`src/rtl/game_pkg.sv`:
```
// rtl/game_pkg.sv - shared constants for the coin-collection game controller
package game_pkg;

    localparam int N_SLOTS      = 3;
    localparam int DEF_PLAYER_W = 120;
    localparam int DEF_PLAYER_H = 40;
    localparam int DEF_COIN_SZ  = 50;

    localparam logic [2:0] ST_IDLE  = 3'd0;
    localparam logic [2:0] ST_RUN   = 3'd1;
    localparam logic [2:0] ST_CHECK = 3'd2;
    localparam logic [2:0] ST_OVER  = 3'd3;

    function automatic logic [N_SLOTS-1:0] slot_onehot(input logic [1:0] slot);
        case (slot)
            2'd0:    slot_onehot = 3'b001;
            2'd1:    slot_onehot = 3'b010;
            2'd2:    slot_onehot = 3'b100;
            default: slot_onehot = 3'b000;
        endcase
    endfunction

endpackage

```
`src/rtl/game_ctrl_if.sv`:
```
// rtl/game_ctrl_if.sv - player/coin position bus and coin retire strobes
interface game_ctrl_if;
    import game_pkg::*;

    logic [9:0]           playerX;
    logic [8:0]           playerY;
    logic [10*N_SLOTS-1:0] coinsX;
    logic [9*N_SLOTS-1:0]  coinsY;
    logic [2*N_SLOTS-1:0]  coins;
    logic [N_SLOTS-1:0]    coin_clr;

    modport master (output playerX, playerY, coinsX, coinsY, coins, input coin_clr);
    modport slave  (input playerX, playerY, coinsX, coinsY, coins, output coin_clr);

endinterface

```
`src/rtl/rect_overlap.sv`:
```
// rtl/rect_overlap.sv - combinational overlap test between the player box and one coin square
module rect_overlap #(
    parameter int A_W  = 120,
    parameter int A_H  = 40,
    parameter int B_SZ = 50
) (
    input  logic       active,
    input  logic [9:0] ax,
    input  logic [8:0] ay,
    input  logic [9:0] bx,
    input  logic [8:0] by,
    output logic       overlap
);
    localparam logic [10:0] AW = 11'(A_W);
    localparam logic [10:0] AH = 11'(A_H);
    localparam logic [10:0] BS = 11'(B_SZ);

    // 11-bit operands so edge sums near the screen limit cannot wrap
    logic [10:0] ax_e, ay_e, bx_e, by_e;

    assign ax_e = {1'b0, ax};
    assign ay_e = {2'b00, ay};
    assign bx_e = {1'b0, bx};
    assign by_e = {2'b00, by};

    assign overlap = active
                  && (ax_e < bx_e + BS) && (bx_e < ax_e + AW)
                  && (ay_e < by_e + BS) && (by_e < ay_e + AH);

endmodule

```
`src/rtl/game_ctrl.sv`:
```
// rtl/game_ctrl.sv - game FSM: per-frame coin collection scan, score and lives bookkeeping
module game_ctrl
    import game_pkg::*;
#(
    parameter int PLAYER_W   = DEF_PLAYER_W,
    parameter int PLAYER_H   = DEF_PLAYER_H,
    parameter int COIN_SZ    = DEF_COIN_SZ,
    parameter int LIVES_INIT = 3
) (
    input  logic        CLK,
    input  logic        RST_BTN,
    input  logic        start,
    input  logic        frame_tick,
    input  logic        hit,
    game_ctrl_if.slave  bus,
    output logic        run_en,
    output logic [15:0] score,
    output logic [2:0]  lives,
    output logic        game_over,
    output logic [2:0]  state
);
    localparam logic [2:0] LIVES_LD = 3'(LIVES_INIT);
    localparam logic [1:0] LAST_SLOT = 2'(N_SLOTS - 1);

    logic [1:0]  slot, slot_d;
    logic [2:0]  state_d, lives_d;
    logic [15:0] score_d;
    logic [9:0]  cx;
    logic [8:0]  cy;
    logic        c_act, overlap, in_play, lose;

    // one comparator shared across slots; CHECK walks the slot index
    always_comb begin
        cx    = bus.coinsX[9:0];
        cy    = bus.coinsY[8:0];
        c_act = |bus.coins[1:0];
        case (slot)
            2'd1: begin
                cx    = bus.coinsX[19:10];
                cy    = bus.coinsY[17:9];
                c_act = |bus.coins[3:2];
            end
            2'd2: begin
                cx    = bus.coinsX[29:20];
                cy    = bus.coinsY[26:18];
                c_act = |bus.coins[5:4];
            end
            default: ;
        endcase
    end

    rect_overlap #(
        .A_W  (PLAYER_W),
        .A_H  (PLAYER_H),
        .B_SZ (COIN_SZ)
    ) u_overlap (
        .active  (c_act),
        .ax      (bus.playerX),
        .ay      (bus.playerY),
        .bx      (cx),
        .by      (cy),
        .overlap (overlap)
    );

    assign in_play = (state == ST_RUN) || (state == ST_CHECK);
    assign lose    = in_play && hit && (lives == 3'd1);

    always_comb begin
        state_d = state;
        slot_d  = slot;
        score_d = score;
        lives_d = lives;
        case (state)
            ST_IDLE, ST_OVER: begin
                if (start) begin
                    state_d = ST_RUN;
                    score_d = '0;
                    lives_d = LIVES_LD;
                end
            end
            ST_RUN: begin
                if (frame_tick) begin
                    state_d = ST_CHECK;
                    slot_d  = 2'd0;
                end
            end
            ST_CHECK: begin
                if (overlap && score != 16'hFFFF)
                    score_d = score + 16'd1;
                if (slot == LAST_SLOT) begin
                    state_d = ST_RUN;
                    slot_d  = 2'd0;
                end else begin
                    slot_d = slot + 2'd1;
                end
            end
            default: state_d = ST_IDLE;
        endcase
        if (in_play && hit && lives != 3'd0)
            lives_d = lives - 3'd1;
        // losing the last life aborts the scan; the current slot's result still lands
        if (lose) begin
            state_d = ST_OVER;
            slot_d  = 2'd0;
        end
    end

    always_ff @(posedge CLK or negedge RST_BTN) begin
        if (!RST_BTN) begin
            state        <= ST_IDLE;
            slot         <= 2'd0;
            score        <= '0;
            lives        <= '0;
            bus.coin_clr <= '0;
            run_en       <= 1'b0;
            game_over    <= 1'b0;
        end else begin
            state        <= state_d;
            slot         <= slot_d;
            score        <= score_d;
            lives        <= lives_d;
            bus.coin_clr <= (state == ST_CHECK && overlap) ? slot_onehot(slot) : '0;
            run_en       <= (state_d == ST_RUN) || (state_d == ST_CHECK);
            game_over    <= (state_d == ST_OVER);
        end
    end

endmodule

```
`src/flat_wrapper.sv`:
```
// flat-port wrapper written by rule: the top's interface ports become plain ports
module game_ctrl_flat import game_pkg::*;
#(
    parameter int PLAYER_W   = DEF_PLAYER_W,
    parameter int PLAYER_H   = DEF_PLAYER_H,
    parameter int COIN_SZ    = DEF_COIN_SZ,
    parameter int LIVES_INIT = 3
)
  (CLK, RST_BTN, start, frame_tick, hit, run_en, score, lives, game_over, state, bus_playerX, bus_playerY, bus_coinsX, bus_coinsY, bus_coins, bus_coin_clr);
  game_ctrl_if bus_i ();
  input  logic CLK;
  input  logic RST_BTN;
  input  logic start;
  input  logic frame_tick;
  input  logic hit;
  output logic run_en;
  output logic [15:0] score;
  output logic [2:0] lives;
  output logic game_over;
  output logic [2:0] state;
  input wire logic [$bits(bus_i.playerX)-1:0] bus_playerX;
  input wire logic [$bits(bus_i.playerY)-1:0] bus_playerY;
  input wire logic [$bits(bus_i.coinsX)-1:0] bus_coinsX;
  input wire logic [$bits(bus_i.coinsY)-1:0] bus_coinsY;
  input wire logic [$bits(bus_i.coins)-1:0] bus_coins;
  output wire logic [$bits(bus_i.coin_clr)-1:0] bus_coin_clr;
  assign bus_i.playerX = bus_playerX;
  assign bus_i.playerY = bus_playerY;
  assign bus_i.coinsX = bus_coinsX;
  assign bus_i.coinsY = bus_coinsY;
  assign bus_i.coins = bus_coins;
  assign bus_coin_clr = bus_i.coin_clr;
  game_ctrl #(.PLAYER_W(PLAYER_W), .PLAYER_H(PLAYER_H), .COIN_SZ(COIN_SZ), .LIVES_INIT(LIVES_INIT)) u_core (.CLK(CLK), .RST_BTN(RST_BTN), .start(start), .frame_tick(frame_tick), .hit(hit), .bus(bus_i), .run_en(run_en), .score(score), .lives(lives), .game_over(game_over), .state(state));
endmodule
```
`config.mk`:
```
export PLATFORM = sky130hd
export DESIGN_NAME = game_ctrl_flat
export DESIGN_NICKNAME = d
export VERILOG_FILES = /design/src/rtl/game_pkg.sv /design/src/rtl/game_ctrl_if.sv /design/src/rtl/rect_overlap.sv /design/src/rtl/game_ctrl.sv /design/src/flat_wrapper.sv
export SDC_FILE = /design/constraint.sdc
export NUM_CORES = 1
export LEC_CHECK = 0
export CAP_MARGIN = 10
export CORE_MARGIN = 1
export CORE_UTILIZATION = 35
export CTS_BUF_LIST = sky130_fd_sc_hd__clkbuf_8
export CTS_CLUSTER_DIAMETER = 120
export DETAILED_ROUTE_END_ITERATION = 6
export SETUP_SLACK_MARGIN = 0.5
export SLEW_MARGIN = 40
export SYNTH_ARGS = -nofsm -noshare
export SYNTH_HDL_FRONTEND = slang
export SYNTH_SLANG_ARGS = --single-unit
```
`constraint.sdc`:
```
create_clock -name CLK -period 4.8 [get_ports CLK]
set_input_delay 0.48 -clock CLK [delete_from_list [all_inputs] [get_ports CLK]]
set_output_delay 0.48 -clock CLK [all_outputs]
set_load 0.1 [all_outputs]
```
==> results by group, run 1 <==
Status
  – Outcome: finished, final reports clean

Placed design
  – Place WS: roughly 0.15 ns
  – Port Buffers: 113
  – RD Place Congestion: about 0.82
  – Detailed Place HPWL: roughly 7.6 mm

Setup path
  – Top Family by Delay on Critical Path: compound AO/OA/AOI/OAI gates
  – Crit path kind: reg2reg
  – CP Capture Type: flop
  – Buffers and inverters on the worst path: 2
  – Arr. time, crit path: approximately 4.2 ns
  – Crit-path cells: inv_1 > ha_4 > buf_4 > a22oi_1 > a21oi_1 > a311oi_1 > nor2_1 > xnor2_1 > ha_1 > nand3_1 > a2111oi_1 > a21oi_1 > o2bb2ai_1 > and4_4 > and2_4 > a221o_2
  – R2R Setup Slk: 0.79 ns
  – CP peak stage delay: 0.49 ns
  – Worst Setup Start Kind: flop
  – Worst-path fanout max: 15
  – Critical path's slowest cell: a311oi_1
  – Worst r2r path cells: 16
  – CP dominant cell by count: a21oi_1
  – Crit Reg-Reg Endpoint: u_core.score[15]
  – Reg2reg start: u_core.slot[0]
  – Critical Path RT: a little under 5 ns

Min path
  – Hold crit path type: reg2reg
  – Hold Path Sink: u_core.lives[0]
  – Worst hold stages: 1
  – Worst Min Path Start: u_core.lives[0]

Detailed routing
  – WL per Instance: between 15 and 20 um
  – Starting DRT DRC Count: 82
  – Total Wirelength: 9.290 mm
  – # DRC: 0
  – DRT Pass-1 Iters: 4
  – Post-DR vias/cell: 5.302
  – ANT nets after route: 0
  – Vias post-DR: 3,282

Pwr
  – Pwr per Cell Area: 536.7 nW/um^2
  – Max VDD drop: 0.2768 mV
  – Total power: roughly 2.4 mW
  – Leakage Power: 2.110 nW

STA
  – Final period util: between 80% and 90%
  – Post-Route Setup TNS: 0 ns
  – Worst-margin pin slew: 0.5584 ns
  – Fin Clk Skew: 0.005721 ns
  – Hold_ws: around 0.53 ns
  – Final setup vio count: 0
  – Fmax: 249.2 MHz
  – RSZ-0062 raised after global routing: false
  – Final hold viol count: 0
  – Setup ws final: just under 0.8 ns
  – Slew headroom: 61.81%
  – Max-slew violations: 0
  – Min Tclk post-route: 4.013 ns

Clocking
  – Clock slew at reported path FFs: 0.07 ns
  – CTS sink cnt: 29
  – H-tree depth: 2
  – Clock tree root driver cell: clkbuf_8
  – Cts bufs inserted: 5
  – Clock Path Buffers: 2
  – CTS tree: built
  – Latest clock arrival within the worst-skew pair: 0.28 ns

Synthesis
  – Post-synth top flop: dfrtp_1
  – YS warnings: 0
  – Share of the synthesized area in the top cell type: 22.18%
  – Syn avg cell area: 8.304 um^2
  – Post-synth ARST share: between 90% and 100%
  – Post-synthesis register bit count: 29
  – Mapped Area: 3272 um^2
  – Post-synth top area cell: dfrtp_1
  – Synth Instances: a little under 400
  – Post-synthesis sequential area ratio: 22.18%
  – Area contributors post-synth: dfrtp_1 (22%), ha_1 (17%), nor2_1 (5.7%)
  – Post-synth EDFFs: 0
  – Netlist cell types: 66
  – Syn Nets: 526

Global routing
  – Global Route Usage Sum: between 10% and 20%
  – Initial antenna violation count: 0
  – Largest net degree at the start of global routing: 30
  – Vias in the first global route: around 3,200
  – First-pass GRT wire length: roughly 15 mm
  – Total grt overflow: 0

Die
  – Initial Util: 36.80%
  – Die area: 9739 um^2
  – Die W: around 99 um
  – Cell row count: 34
  – Core area: 8891 um^2
  – Die Height: 98.69 um
  – Top Ports: 114

Layout
  – Ant diodes: 0
  – Area growth syn-to-layout: 39.01%
  – Ratio of cells with drive above 1 in the final layout: roughly 14%
  – Most common library cell in the layout ignoring fill and taps: clkdlybuf4s50_1
  – Core Util, Final: 51.15%
  – Most frequent cells in the layout: clkdlybuf4s50_1 (86), nor2_1 (49), ha_1 (42)
  – Total Nets Final: 642
  – Fill count: 860

Flow run
  – Max Cap Viol: 0
-- final cells by class --
cell class	count	area [um^2]	share of cell area [%]
multi-input combinational	332	2444	53.73
timing repair buffer	123	1071	23.55
sequential	29	725.7	15.96
tap	108	135.1	2.971
clock buffer	7	96.34	2.118
inverter	19	71.32	1.568
clock inverter	1	5.005	0.1100
-- worst max-delay path by stage --
| stage | startpoint | to | slack, ns | cells after the start |
|---|---|---|---|---|
| 2_1_floorplan | u_core.slot[0] | u_core.score[10] | 0.79 | 21 |
| 3_3_place_gp | u_core.slot[0] | u_core.score[15] | 0.29 | 17 |
| 3_5_place_dp | u_core.slot[0] | u_core.score[15] | 0.15 | 17 |
| 4_1_cts | u_core.slot[0] | u_core.score[15] | 0.56 | 18 |
| 5_1_grt | u_core.slot[0] | u_core.score[15] | 0.51 | 17 |
| 6_report | u_core.slot[0] | u_core.score[15] | 0.79 | 16 |
-- cell usage after synthesis, drive strengths merged, types with 2 or more instances --
cell      n
dfrtp    29
nand2b    2
clkbuf    2
nor2     51
nand4     2
nand2    28
a21oi    36
nor2b     4
mux2i     3
a22oi    19
o21ai    13
ha       45
a21o      4
a32o      2
o31ai     3
nand3    17
nor4      2
a2111oi   2
and3     11
buf      12
and3b     3
inv      19
xor2     10
or3       5
and2      5
or2       5
a211o     3
or4       2
a221o    10
a31oi     3
xnor2    14
o211ai    3
a211oi    5
-- metal layers --
metal	up-vias	track usage [%]	part of all wire, %
li1	1692	-	-
met1	1508	25.34	48
met2	71	31.91	47
met3	11	2.908	3.6
met4	0	4.822	1.3
met5	-	0	0
-- repair_timing --
item	4_1_cts	5_1_grt
buffers inserted	0	1
hold buffers	0	0
gates resized for setup	5	8
pin swaps	0	1
endpoints found under the setup margin	15	16
-- metrics by stage --
step                std cells  area (um^2)
global route              619         4548
CTS                       618         4503
floorplan                 394         3272
detailed placement        610         4377
finish                    619         4548
global placement          610         4509
-- cell families after synthesis --
kind of cell / share of synthesized area [%]
simple gates: 22.83
compound gates: 24.86
fa+ha+maj: 17.21
buf+inv: 5.124
flops: 22.18
xor+xnor: 6.424
mux: 1.262
other cells: 0.1146
-- registers in the layout, summed over array words and instances, names as in the netlist --
signal,flops
u_core.bus.coin_clr,3
u_core.slot,2
u_core.run_en,1
u_core.state,3
u_core.game_over,1
u_core.score,16
u_core.lives,3
-- report_power, final --
| part | switching (mW) | leakage [nW] | total, mW | internal (mW) |
|---|---|---|---|---|
| sequential | 0.0284 | 0.390 | 0.297 | 0.269 |
| clock | 0.0938 | 0.0542 | 0.223 | 0.129 |
| combinational | 1.11 | 1.67 | 1.92 | 0.807 |
(Power assumes the default switching activity.)
==> run 2: changes to the inputs <==
--- a/config.mk
+++ b/config.mk
@@ -11,6 +11,7 @@
 export CTS_BUF_LIST = sky130_fd_sc_hd__clkbuf_8
 export CTS_CLUSTER_DIAMETER = 120
 export DETAILED_ROUTE_END_ITERATION = 6
+export PLACE_DENSITY = 0.67
 export SETUP_SLACK_MARGIN = 0.5
 export SLEW_MARGIN = 40
 export SYNTH_ARGS = -nofsm -noshare
==> constraint.sdc (replaced) <==
create_clock -name CLK -period 3.4 [get_ports CLK]
set_input_delay 0.34 -clock CLK [delete_from_list [all_inputs] [get_ports CLK]]
set_output_delay 0.34 -clock CLK [all_outputs]
set_load 0.1 [all_outputs]
==> run 2 against run 1 <==
Compared with the run above: the run now ends with setup timing left; first-iteration DRC count grew 57%; global-route usage grew 1.8 points; sequential share of layout area shrank 2.5 points; sequential power grew 41%; critical path depth grew 2; die area is the same; critical path type unchanged.
==> results by group, run 2 (synthesized netlist as in run 1, its figures left out) <==
Layout
  – Ratio of cells with drive above 1 in the final layout: 30.60% (was 14.48%)
  – Core Util, Final: 60.68% (was 51.15%)
  – Fill count: 784 (was 860)
  – Most common library cell in the layout ignoring fill and taps: clkdlybuf4s50_1 (unchanged)
  – Largest reg by FF count: u_core.score (unchanged)
  – Total Nets Final: 717 (was 642)
  – Ant diodes: 0 (unchanged)
  – Max reg flops: 16 (unchanged)
  – FF/Latch Area: 725.7 um^2 (unchanged)
  – Area growth syn-to-layout: 64.89% (was 39.01%)
  – Design area: 5395 um^2 (was 4548 um^2)
  – Most frequent cells in the layout: clkdlybuf4s50_1 (86), buf_4 (75), nor2_1 (47) (was clkdlybuf4s50_1 (86), nor2_1 (49), ha_1 (42))
  – Area of the multi-input gates: 2649 um^2 (was 2444 um^2)

Detailed routing
  – Vias post-DR: 3,660 (was 3,282)
  – DRT Pass-1 Iters: 4 (unchanged)
  – # DRC: 0 (unchanged)
  – ANT nets after route: 0 (unchanged)
  – Starting DRT DRC Count: 129 (was 82)
  – Post-DR vias/cell: 5.281 (was 5.302)
  – Total Wirelength: 10.47 mm (was 9.290 mm)
  – WL per Instance: 15.10 um (was 15.01 um)

Status
  – Failing checks: setup timing
  – Outcome: finished with violations (was finished, final reports clean)

Pwr
  – Max VDD drop: 0.4816 mV (was 0.2768 mV)
  – Clk pwr share: 5.9% (was 9.1%)
  – Pint: 2.510 mW (was 1.205 mW)
  – Pwr per Cell Area: 874.7 nW/um^2 (was 536.7 nW/um^2)
  – Sw power: 2.209 mW (was 1.236 mW)
  – Part of the power in registers: 8.9% (was 12.2%)
  – Logic pwr share: 85.3% (was 78.7%)
  – Switching Fraction: 46.81% (was 50.62%)
  – Total power: 4.719 mW (was 2.441 mW)
  – Leakage Power: 2.532 nW (was 2.110 nW)

Setup path
  – Crit path kind: reg2reg (unchanged)
  – Worst-path fanout max: 5 (was 15)
  – R2R Setup Slk: -0.39 ns (was 0.79 ns)
  – Crit Reg-Reg Endpoint: u_core.score[15] (unchanged)
  – Reg2reg start: u_core.slot[0] (unchanged)
  – Worst Setup Start Kind: flop (unchanged)
  – Critical Path RT: 3.56 ns (was 4.97 ns)
  – Worst r2r path cells: 18 (was 16)
  – CP Capture Type: flop (unchanged)
  – Arr. time, crit path: 3.94 ns (was 4.18 ns)

Die
  – Initial Util: 36.80% (unchanged)
  – Core area: 8891 um^2 (unchanged)
  – Die W: 98.69 um (unchanged)
  – Die Height: 98.69 um (unchanged)
  – Top Ports: 114 (unchanged)
  – Cell row count: 34 (unchanged)
  – Die area: 9739 um^2 (unchanged)

Clocking
  – H-tree depth: 2 (unchanged)
  – CTS sink cnt: 29 (unchanged)
  – CTS tree: built (unchanged)
  – Cts bufs inserted: 5 (unchanged)
  – CTS Hold Bufs: 0 (unchanged)
  – Clock slew at reported path FFs: 0.06 ns (was 0.07 ns)
  – Clock Path Buffers: 2 (unchanged)
  – Clock tree root driver cell: clkbuf_8 (unchanged)
  – Latest clock arrival within the worst-skew pair: 0.27 ns (was 0.28 ns)

STA
  – Final hold viol count: 0 (unchanged)
  – Fmax: 264.0 MHz (was 249.2 MHz)
  – Final period util: 111.4% (was 83.60%)
  – Fin Clk Skew: 0.003267 ns (was 0.005721 ns)
  – Hold_ws: 0.4520 ns (was 0.5330 ns)
  – Final setup vio count: 19 (was 0)
  – RSZ-0062 raised after global routing: true (was false)
  – Max-slew violations: 0 (unchanged)
  – Post-Route Setup TNS: -5.698 ns (was 0 ns)
  – Setup ws final: -0.3872 ns (was 0.7870 ns)
  – Min Tclk post-route: 3.787 ns (was 4.013 ns)

Min path
  – Hold crit path type: in2async (was reg2reg)

Global routing
  – First-pass GRT wire length: 16.42 mm (was 14.90 mm)
  – Largest net degree at the start of global routing: 30 (unchanged)
  – Total grt overflow: 0 (unchanged)
  – Initial antenna violation count: 0 (unchanged)
  – Global Route Usage Sum: 20.71% (was 18.93%)
  – Vias in the first global route: 3,564 (was 3,205)

Placed design
  – Port Buffers: 113 (unchanged)
  – Area of placed instances: 4907 um^2 (was 4377 um^2)
  – Detailed Place HPWL: 8.392 mm (was 7.615 mm)
  – RD Place Congestion: 0.8449 (was 0.8237)

Flow run
  – Max Cap Viol: 0 (unchanged)
[run 2: cell types whose count changed in the layout (fill, tap and decap cells not counted), sizes merged]
cell    before  now
buf         37  111
clkinv       1    0
inv         19   20
[run 2: power groups by stage]
stage	logic (mW)	clock network, mW	registers, mW
CTS	3.75	0.283	0.418
detailed placement	3.30	0	0.423
global placement	3.20	0	0.422
floorplan	1.95	0	0.605
finish	4.02	0.277	0.418
global route	4.38	0.299	0.423
[run 2: timing repair]
item | 4_1_cts | 5_1_grt
setup buffers | 11 | 6
endpoints found under the setup margin | 19 | 19
gates cloned | 1 | 1
resized for setup | 24 | 18
pin swaps | 18 | 4
[run 2: final cells by class]
| cell class | instances | area share (%) |
|---|---|---|
| sequential | 29 | 13.45 |
| clock inverter | 1 | 0.06957 |
| timing repair buffer | 198 | 32.03 |
| tap | 108 | 2.505 |
| clock buffer | 6 | 1.531 |
| multi-input combinational | 332 | 49.10 |
| inverter | 19 | 1.322 |
[run 2: how the worst max path moves through the flow]
stage	from	endpoint	slack, ns	depth (start not counted)
after floorplan	u_core.slot[0]	u_core.score[10]	-0.29	21
after global placement	u_core.slot[1]	u_core.score[15]	-0.62	20
after detailed placement	u_core.slot[1]	u_core.score[15]	-0.72	20
after CTS	u_core.slot[1]	u_core.score[15]	-0.43	20
after global routing	u_core.slot[0]	u_core.score[3]	-0.58	19
final	u_core.slot[0]	u_core.score[15]	-0.39	18
[run 2: through the flow]
step                instances  setup WS, ns
finish                    693       -0.3872
global route              693       -0.5760
CTS                       686       -0.4257
detailed placement        667       -0.7246
global placement          667       -0.6195
floorplan                 394       -0.2941
[run 2: routing by layer]
layer,GRT usage [%],vias to the layer above,routed length (um)
met2,37.81,90,5380
li1,-,1843,-
met1,26.31,1719,4600
met5,0,-,0
met3,2.908,8,412
met4,3.330,0,72
[run 2: worst max-delay path: stages, from the launching register on]
cell and delay (ns):
dfrtp_1 0.42, inv_2 0.12, ha_4 0.25, clkbuf_16 0.17, o21ai_2 0.17, inv_2 0.08, ha_4 0.17, a211oi_4 0.24
a211oi_2 0.07, xnor2_1 0.13, ha_1 0.32, a211oi_4 0.27, o211a_1 0.20, o31ai_2 0.08, o211ai_1 0.12, and4_4 0.29
a21oi_4 0.07, buf_6 0.13, a221o_2 0.36
